==> config.mk <==
export PLATFORM = sky130hd
export DESIGN_NAME = fetch_unit
export DESIGN_NICKNAME = d
export VERILOG_FILES = /design/src/rtl/fetch_unit.sv
export SDC_FILE = /design/constraint.sdc
export NUM_CORES = 1
export LEC_CHECK = 0
export BUFFER_PORTS_ARGS = -buffer_cell sky130_fd_sc_hd__buf_2
export CAP_MARGIN = 10
export CORE_UTILIZATION = 30
export CTS_CLUSTER_SIZE = 24
export DETAILED_ROUTE_END_ITERATION = 12
export RECOVER_POWER = 100
export SETUP_SLACK_MARGIN = 0.3
export SLEW_MARGIN = 20
export SYNTH_ARGS = -nofsm -noshare
export SYNTH_HDL_FRONTEND = slang
export SYNTH_SLANG_ARGS = --single-unit
==> constraint.sdc <==
create_clock -name CLK -period 2.85 [get_ports CLK]
set_clock_uncertainty 0.2 [all_clocks]
set_input_delay 0.57 -clock CLK [delete_from_list [all_inputs] [get_ports CLK]]
set_output_delay 0.57 -clock CLK [all_outputs]
set_load 0.01 [all_outputs]
==> src/rtl/fetch_unit.sv <==
`default_nettype none
// +--------------------------------------------------------------------------+
// | fetch_unit: instruction fetch with one-entry skid and branch redirect.   |
// | Revision 1.0                                                             |
// +--------------------------------------------------------------------------+
module fetch_unit #(
  parameter logic [31:0] RESET_PC = 32'h0
) (
  input  logic        CLK,
  input  logic        RST,
  input  logic        freeze,
  input  logic        Branch_taken,
  input  logic [31:0] Branch_Address,
  output logic        imem_req,
  output logic [31:0] imem_addr,
  input  logic        imem_ack,
  input  logic [31:0] imem_rdata,
  output logic [31:0] Instruction,
  output logic [31:0] PC,
  output logic        valid
);

  typedef enum logic [0:0] {RUN = 1'b0, DROP = 1'b1} state_t;

  state_t      r_state;
  state_t      w_next_state;
  logic [31:0] r_fetch_pc;
  logic [31:0] r_drop_addr;
  logic [31:0] r_s_instr;
  logic [31:0] r_s_pc;
  logic        r_s_valid;
  logic        w_accept;
  logic        w_advance;
  logic [31:0] w_next_pc;

  // DROP keeps presenting the abandoned address until memory answers it.
  assign imem_req  = (r_state == DROP) || !r_s_valid;
  assign imem_addr = (r_state == DROP) ? r_drop_addr : r_fetch_pc;
  assign w_advance = !freeze || !valid;
  assign w_accept  = (r_state == RUN) && imem_req && imem_ack && !Branch_taken;
  assign w_next_pc = imem_addr + 32'd4;

  always_ff @(posedge CLK or negedge RST) begin
    if (!RST) r_state <= RUN;
    else      r_state <= w_next_state;
  end

  always_comb begin
    w_next_state = r_state;
    case (r_state)
      RUN:     if (Branch_taken && imem_req && !imem_ack) w_next_state = DROP;
      DROP:    if (imem_ack) w_next_state = RUN;
      default: w_next_state = RUN;
    endcase
  end

  always_ff @(posedge CLK or negedge RST) begin
    if (!RST) begin
      r_drop_addr <= 32'h0;
    end else if (r_state == RUN && Branch_taken && imem_req && !imem_ack) begin
      r_drop_addr <= r_fetch_pc;
    end
  end

  always_ff @(posedge CLK or negedge RST) begin
    if (!RST) begin
      r_fetch_pc  <= RESET_PC;
      Instruction <= 32'h0;
      PC          <= 32'h0;
      valid       <= 1'b0;
      r_s_instr   <= 32'h0;
      r_s_pc      <= 32'h0;
      r_s_valid   <= 1'b0;
    end else if (Branch_taken) begin
      r_fetch_pc <= Branch_Address;
      valid      <= 1'b0;
      r_s_valid  <= 1'b0;
    end else begin
      if (w_accept) r_fetch_pc <= r_fetch_pc + 32'd4;
      if (w_advance && r_s_valid) begin
        Instruction <= r_s_instr;
        PC          <= r_s_pc;
        valid       <= 1'b1;
        r_s_valid   <= 1'b0;
      end else if (w_advance && w_accept) begin
        Instruction <= imem_rdata;
        PC          <= w_next_pc;
        valid       <= 1'b1;
      end else if (w_advance) begin
        valid <= 1'b0;
      end else if (w_accept) begin
        // Decode is stalled: park the response so it is neither lost nor refetched.
        r_s_instr <= imem_rdata;
        r_s_pc    <= w_next_pc;
        r_s_valid <= 1'b1;
      end
    end
  end

endmodule
`default_nettype wire

==> results of run 1 <==
## worst max path at each step
stage / cells past startpoint / end / startpoint
final: 6 / r_drop_addr[14] / r_state
after global routing: 10 / r_s_pc[24] / r_state
after CTS: 4 / imem_addr[23] / r_state
after detailed placement: 7 / PC[27] / r_state
after global placement: 7 / PC[27] / r_state
after floorplan: 12 / PC[24] / r_state
## report_power, final
part	switching, mW	leakage, nW	internal [mW]	total, mW
clock	1.20	0.276	1.17	2.36
combinational	1.15	2.42	0.899	2.05
sequential	0.462	2.38	3.45	3.91
## stage by stage
stage / instances / area (µm²) / util (%) / hold slack, ns
finish: 1539 / 11700 / 38.0 / 0.126
floorplan: 950 / 9460 / - / 0.0744
detailed placement: 1484 / 10800 / 35.3 / 0.262
CTS: 1531 / 11600 / 38.0 / 0.110
global placement: 1484 / 10800 / 35.3 / 0.256
global route: 1539 / 11700 / 38.0 / 0.114
## flip-flops by register name, summed over array words and instances, names as in the netlist
| name | count |
|---|---|
| Instruction | 32 |
| PC | 32 |
| r_drop_addr | 32 |
| r_fetch_pc | 32 |
| r_s_instr | 32 |
| r_s_pc | 32 |
| r_s_valid | 1 |
| r_state | 1 |
| valid | 1 |
## layer usage
layer / global-route usage [%] / up-vias / share of wire, %
met5: 0 / - / 0
met4: 4.34 / 0 / 0.87
met3: 3.41 / 13 / 5.8
met2: 24.7 / 227 / 44
met1: 23.5 / 3636 / 49
li1: - / 3658 / -
## what timing repair did
action	in CTS	in global routing
buffers inserted	12	8
cloned	2	0
gates resized for setup	17	51
setup endpoints to repair	33	71
hold buffers	1	0
hold endpoints to repair	54	0
pin swaps	6	22
## cells in the final DEF, fill, tap and decap left out, types with 5 or more instances in the layout
cell                          n
sky130_fd_sc_hd__dfrtp_1    194
sky130_fd_sc_hd__nand2_1    175
sky130_fd_sc_hd__buf_2       92
sky130_fd_sc_hd__clkbuf_1    84
sky130_fd_sc_hd__mux2_2      73
sky130_fd_sc_hd__nor2_1      66
sky130_fd_sc_hd__o21ai_0     63
sky130_fd_sc_hd__a31oi_1     37
sky130_fd_sc_hd__a21oi_1     31
sky130_fd_sc_hd__nand3_1     30
sky130_fd_sc_hd__buf_4       30
sky130_fd_sc_hd__xnor2_1     29
sky130_fd_sc_hd__inv_1       18
sky130_fd_sc_hd__xor2_1      17
sky130_fd_sc_hd__clkbuf_16   17
sky130_fd_sc_hd__mux2_1      13
sky130_fd_sc_hd__mux2i_1     11
sky130_fd_sc_hd__nand4_1      9
sky130_fd_sc_hd__nand3b_1     9
sky130_fd_sc_hd__o22ai_1      8
sky130_fd_sc_hd__and3_1       8
sky130_fd_sc_hd__nor3_1       8
sky130_fd_sc_hd__a21o_1       7
sky130_fd_sc_hd__o21ai_1      7
sky130_fd_sc_hd__o211ai_1     7
sky130_fd_sc_hd__xnor2_2      6
sky130_fd_sc_hd__buf_12       6
sky130_fd_sc_hd__nor2b_1      5
sky130_fd_sc_hd__inv_6        5
## logic make-up (layout without fill, tap and decap cells)
group	after synthesis	after routing	share of synthesized area, %
simple gates	340	340	16.1
xor+xnor	53	53	4.95
fa+ha+maj	2	2	0.267
buf+inv	78	271	3.39
compound gates	182	182	11.4
flops	195	195	52.0
mux	100	100	11.8
## final cells by class
class | count | share of cell area [%]
Clock buffer | 18 | 3.68
Clock inverter | 14 | 1.21
Inverter | 18 | 0.580
Multi-Input combinational cell | 677 | 37.8
Sequential cell | 195 | 41.9
Tap cell | 396 | 4.25
Timing Repair Buffer | 221 | 10.6
## worst min-delay path: cells and delay by family
kind | cells | cell delay (ns)
AOI/OAI and AO/OA | 1 | 0.05
buffers and inverters | 1 | 0.07
and+or+nand+nor | 1 | 0.04
==> metrics.yaml, run 1 <==
worst-endpoint-arrival_ns: 2.79
worst-slew-pin-transition_ns: 1.50
timing.final.hold_violations: 0
max-cap-violations: 1
yosysWarningCount: 0
area.sequential_um2: 4880
timing.setup.critical_path_class: "reg -> reg"
track_usage_pct: 16.4
synth_cell_types: 52
max-vdd-ir-drop_mv: 0.452
clock_latency_of_the_later_clocked_register_in_the_worst_skew_pair_ns: 0.44
post_synth_instance_area_um2: 9380
grt_start_max_net_pins: 91
ant_nets: 0
hold_start: "Branch_Address[28]"
drc: 0
worst_hold_path_type: "in -> reg"
number_of_buffers_created_by_cts: 17
flow.area_growth_from_synthesis_pct: 24.3
synth_ff_type: "sky130_fd_sc_hd__dfrtp_1"
detail_route.wirelength_um: 26000
finalSetupViolations: 0
global_placement_routability_congestion: 0.786
finalPower_mw: 8.32
die_width_um: 179
holdPathStages: 3
worst_path_required_ns: 2.97
buffer_ports.inserted: 166
num-nets-final: 1201
avgRoutedWirePerCell_um: 16.9
timing.critical_path.fanout_max: 33
root_buffer: "sky130_fd_sc_hd__clkbuf_16"
critical_path_s_top_delay_family: "buffers and inverters"
pwr_per_cell_area_nw_per_um2: 713
worst_r2r_end: "r_drop_addr[14]"
initial_antenna_violation_count: 0
layout.filler_cells: 3057
grt_pass1_wl_um: 40100
synth_sequential_area_ratio_pct: 52.0
globalRouteOverflowTotal: 0
route.vias.total: 7534
hold_end: "r_fetch_pc[28]"
drt-pass1-iter-count: 5
synth_fp_nets: 1021
regToRegStartpoint: "r_state"
detail_route.vias_per_cell: 4.90
critical_path_buf_inv_count: 4
clock.fmax_ghz: 0.375
drt_iter0_markers: 530
static-leakage-power_nw: 5.08
timing.final.max_slew_violations: 0
gate_count_of_the_mapped_netlist: 950
finalWorstSetupSlack_ns: 0.181
crit_path_start_kind: "register"
yosys.area.top_type_share_pct: 52.0
floorplan.die.height_um: 179
initial_utilization_pct: 30.6
critical_path.cell_chain: "clkbuf_1 > buf_16 > buf_4 > nor4b_4 > clkbuf_2 > mux2_2"
crit_slowest_cell: "sky130_fd_sc_hd__clkbuf_2"
status: "complete, but fails checks"
insertedDiodeCount: 0
placeableCoreArea_um2: 30700
totalNegativeSetupSlack_ns: 0
die-area_um2: 32000
fin_crit_ns: 2.67
clkSlewWorstSetupHoldPaths_ns: 0.08
r2r_worst_path_depth: 6
tritoncts_num_sinks: 195
tritoncts_clock_tree: "yes"
cpPeakStageDelay_ns: 0.73
synth_area_leaders: "sky130_fd_sc_hd__dfrtp_1 52%, sky130_fd_sc_hd__mux2_2 11%, sky130_fd_sc_hd__nand2_1 7.1%"
multiInputGateArea_um2: 4400
timing.max_slew.rel_slack_pct: 0.187
ys_async_sr_fraction_pct: 100
rsz_0062_raised_after_global_routing: "true"
synth_enable_flop_cells: 0
share_of_post_route_cells_with_drive_strength_above_1_pct: 24.2
hpwl_after_dpl_um: 17900
min_period_over_period_pct: 93.6
violations_in_the_final_reports: "max-capacitance violations"
synth_top_area_cell: "sky130_fd_sc_hd__dfrtp_1"
postSynthRegisterBits: 195
ctsHtreeMaxLevel: 4
pre_cts_ws_ns: 0.225
placement_rows: 64
synth_area_per_cell_um2: 9.88
synth_commonest_cells: "195 x sky130_fd_sc_hd__dfrtp_1, 177 x sky130_fd_sc_hd__nand2_1, 88 x sky130_fd_sc_hd__mux2_2"
grt_pass1_vias: 7090
synthMostInstantiatedCell: "sky130_fd_sc_hd__dfrtp_1"
design.portCount: 167
reg2reg_slack_ns: 0.18
critPathCaptureType: "register"
ctsLongestPathBuffers: 2
Note: power is estimated with default switching activity, not from simulation.
==> run 2, diff against run 1 <==
--- a/config.mk
+++ b/config.mk
@@ -11,4 +11,5 @@
 export CTS_CLUSTER_SIZE = 24
 export DETAILED_ROUTE_END_ITERATION = 12
+export GPL_ROUTABILITY_DRIVEN = 0
 export RECOVER_POWER = 100
 export SETUP_SLACK_MARGIN = 0.3
==> constraint.sdc (replaced) <==
create_clock -name CLK -period 2.85 [get_ports CLK]
set_clock_uncertainty 0.2 [all_clocks]
set_input_delay 0.285 -clock CLK [delete_from_list [all_inputs] [get_ports CLK]]
set_output_delay 0.285 -clock CLK [all_outputs]
set_load 0.01 [all_outputs]
==> run 2 against run 1 <==
Effect of this change:
- the flow now finishes without violations
- global-route usage is 0.26 points lower
- core utilization is 1.1 points higher
- sequential share of layout area decreased by 1.2 points
- maximum frequency increased by 2.4%
- combinational power is essentially flat
- sequential power is essentially flat
==> metrics.yaml, run 2 (synthesis gave the netlist of run 1 again) <==
worst_path_required_ns: 2.94
initial_utilization_pct: 30.6
share_of_post_route_cells_with_drive_strength_above_1_pct: 19.4
hpwl_after_dpl_um: 17700
placement_rows: 64
detail_route.wirelength_um: 26100
design.portCount: 167
share_clk_of_total_power_pct: 29.1
root_buffer: "sky130_fd_sc_hd__clkbuf_16"
pwr_per_cell_area_nw_per_um2: 698
min_period_over_period_pct: 91.4
totalNegativeSetupSlack_ns: 0
tritoncts_clock_tree: "yes"
worst-endpoint-arrival_ns: 2.69
critical_path_s_top_delay_family: "compound AO/OA/AOI/OAI gates"
multiInputGateArea_um2: 4240
drt-pass1-iter-count: 5
fin_crit_ns: 2.61
timing.final.max_slew_violations: 0
timing.setup.critical_path_class: "reg -> reg"
insertedDiodeCount: 0
r2r_worst_path_depth: 9
die-area_um2: 32000
critical_path.cell_chain: "clkbuf_4 > nand3_1 > a222oi_1 > clkbuf_1 > clkbuf_1 > nand2_1 > a21o_1 > xnor2_1 > o21ai_0"
topRoutingLayerUsed: "met4"
most_common_cell_after_layout_fill_and_taps_aside: "sky130_fd_sc_hd__dfrtp_1"
power.share.switching_pct: 33.2
track_usage_pct: 16.1
clock.fmax_ghz: 0.384
status: "finished, final reports clean"
flow.area_growth_from_synthesis_pct: 28.0
tritoncts_num_sinks: 195
p_comb_share_pct: 24.3
worst_hold_path_type: "in -> reg"
met1_length_um: 13100
grt_pass1_vias: 7103
grt_pass1_wl_um: 39600
clock_latency_of_the_later_clocked_register_in_the_worst_skew_pair_ns: 0.44
detail_route.vias_per_cell: 4.84
met3_length_um: 1190
switching_power_mw: 2.78
worst_path_most_repeated_cell: "sky130_fd_sc_hd__clkbuf_1"
crit_path_start_kind: "register"
max-vdd-ir-drop_mv: 0.421
clkSlewWorstSetupHoldPaths_ns: 0.07
cpPeakStageDelay_ns: 0.51
drc: 0
crit_slowest_cell: "sky130_fd_sc_hd__dfrtp_2"
layout.filler_cells: 3109
avgRoutedWirePerCell_um: 16.4
ctsHtreeMaxLevel: 4
worst-slew-pin-transition_ns: 1.26
initial_antenna_violation_count: 0
pwr-share-seq_pct: 46.6
routed-wl-met2_um: 11500
critPathCaptureType: "register"
timing.max_slew.rel_slack_pct: 16.2
buffer_ports.inserted: 166
ctsLongestPathBuffers: 2
route.vias.total: 7682
globalRouteOverflowTotal: 0
timing.critical_path.fanout_max: 8
ant_nets: 0
mostFrequentLayoutCells: "194 x sky130_fd_sc_hd__dfrtp_1, 176 x sky130_fd_sc_hd__nand2_1, 90 x sky130_fd_sc_hd__clkbuf_1, 84 x sky130_fd_sc_hd__buf_2, 73 x sky130_fd_sc_hd__mux2_2"
path_depth: 9
number_of_buffers_created_by_cts: 17
rsz_0062_raised_after_global_routing: "true"
internal_power_mw: 5.60
timing.final.hold_violations: 0
max-cap-violations: 0
num-nets-final: 1250
floorplan.die.height_um: 179
static-leakage-power_nw: 5.18
drt_iter0_markers: 593
critical_path_buf_inv_count: 3
die_width_um: 179
finalSetupViolations: 0
holdPathStages: 3
final_core_utilization_pct: 39.1
placeableCoreArea_um2: 30700
grt_start_max_net_pins: 91
area.sequential_um2: 4880
-- run 2: per-layer routing --
layer,track usage [%],up-vias
met5,0,-
met4,3.64,0
met3,2.95,13
met2,24.1,195
met1,23.8,3702
li1,-,3772
-- run 2: path summary, 6_finish.rpt --
kind	slack, ns	startpoint	end
setup / recovery	0.24	r_state	r_s_pc[13]
hold / removal	0.09	freeze	r_s_valid
setup reg to reg	0.24	r_state	r_s_pc[13]
hold reg to reg	0.28	r_s_pc[20]	r_s_pc[20]
max in group asynchronous	0.56	RST	r_drop_addr[4]
min in group asynchronous	0.22	RST	Instruction[3]
-- run 2: layout make-up --
class / count / area share (%)
flip-flops and latches: 195 / 40.7
multi-input cells: 677 / 35.3
well taps: 396 / 4.13
repair buffers: 270 / 14.4
clock inverters: 14 / 1.39
inverters: 18 / 0.563
clock buffers: 18 / 3.57
-- run 2: repair_timing --
item / CTS / global route
buffers inserted: 5 / 3
gates cloned: 0 / 1
hold buffers: 66 / 0
hold endpoints to repair: 176 / 0
endpoints found under the setup margin: 24 / 63
pin swaps: 3 / 3
resized for setup: 2 / 14
-- run 2: worst register-to-register path, cell delays in order, from the launching register on --
cell and delay, ns:
sky130_fd_sc_hd__dfrtp_2 0.51, sky130_fd_sc_hd__clkbuf_4 0.20, sky130_fd_sc_hd__nand3_1 0.12, sky130_fd_sc_hd__a222oi_1 0.33
sky130_fd_sc_hd__clkbuf_1 0.24, sky130_fd_sc_hd__clkbuf_1 0.19, sky130_fd_sc_hd__nand2_1 0.10, sky130_fd_sc_hd__a21o_1 0.18
sky130_fd_sc_hd__xnor2_1 0.27, sky130_fd_sc_hd__o21ai_0 0.13
-- run 2: per-stage QoR --
step	setup WS [ns]	total power, mW	cells	hold WS (ns)	cell area (µm²)
final	0.244	8.38	1588	0.0856	12000
after CTS	0.300	8.56	1584	0.0495	12100
after global routing	0.137	8.88	1588	0.0883	12000
after floorplan	0.231	5.12	950	-0.211	9460
after global placement	0.0910	5.96	1481	0.180	10800
after detailed placement	0.0689	6.02	1481	0.182	10800
-- run 2: power by group through the flow --
stage | combinational (mW) | sequential (mW) | clock [mW]
floorplan | 1.16 | 3.96 | 0
global placement | 2.04 | 3.92 | 0
detailed placement | 2.07 | 3.95 | 0
CTS | 2.15 | 3.90 | 2.51
global route | 2.27 | 4.01 | 2.61
finish | 2.04 | 3.91 | 2.44
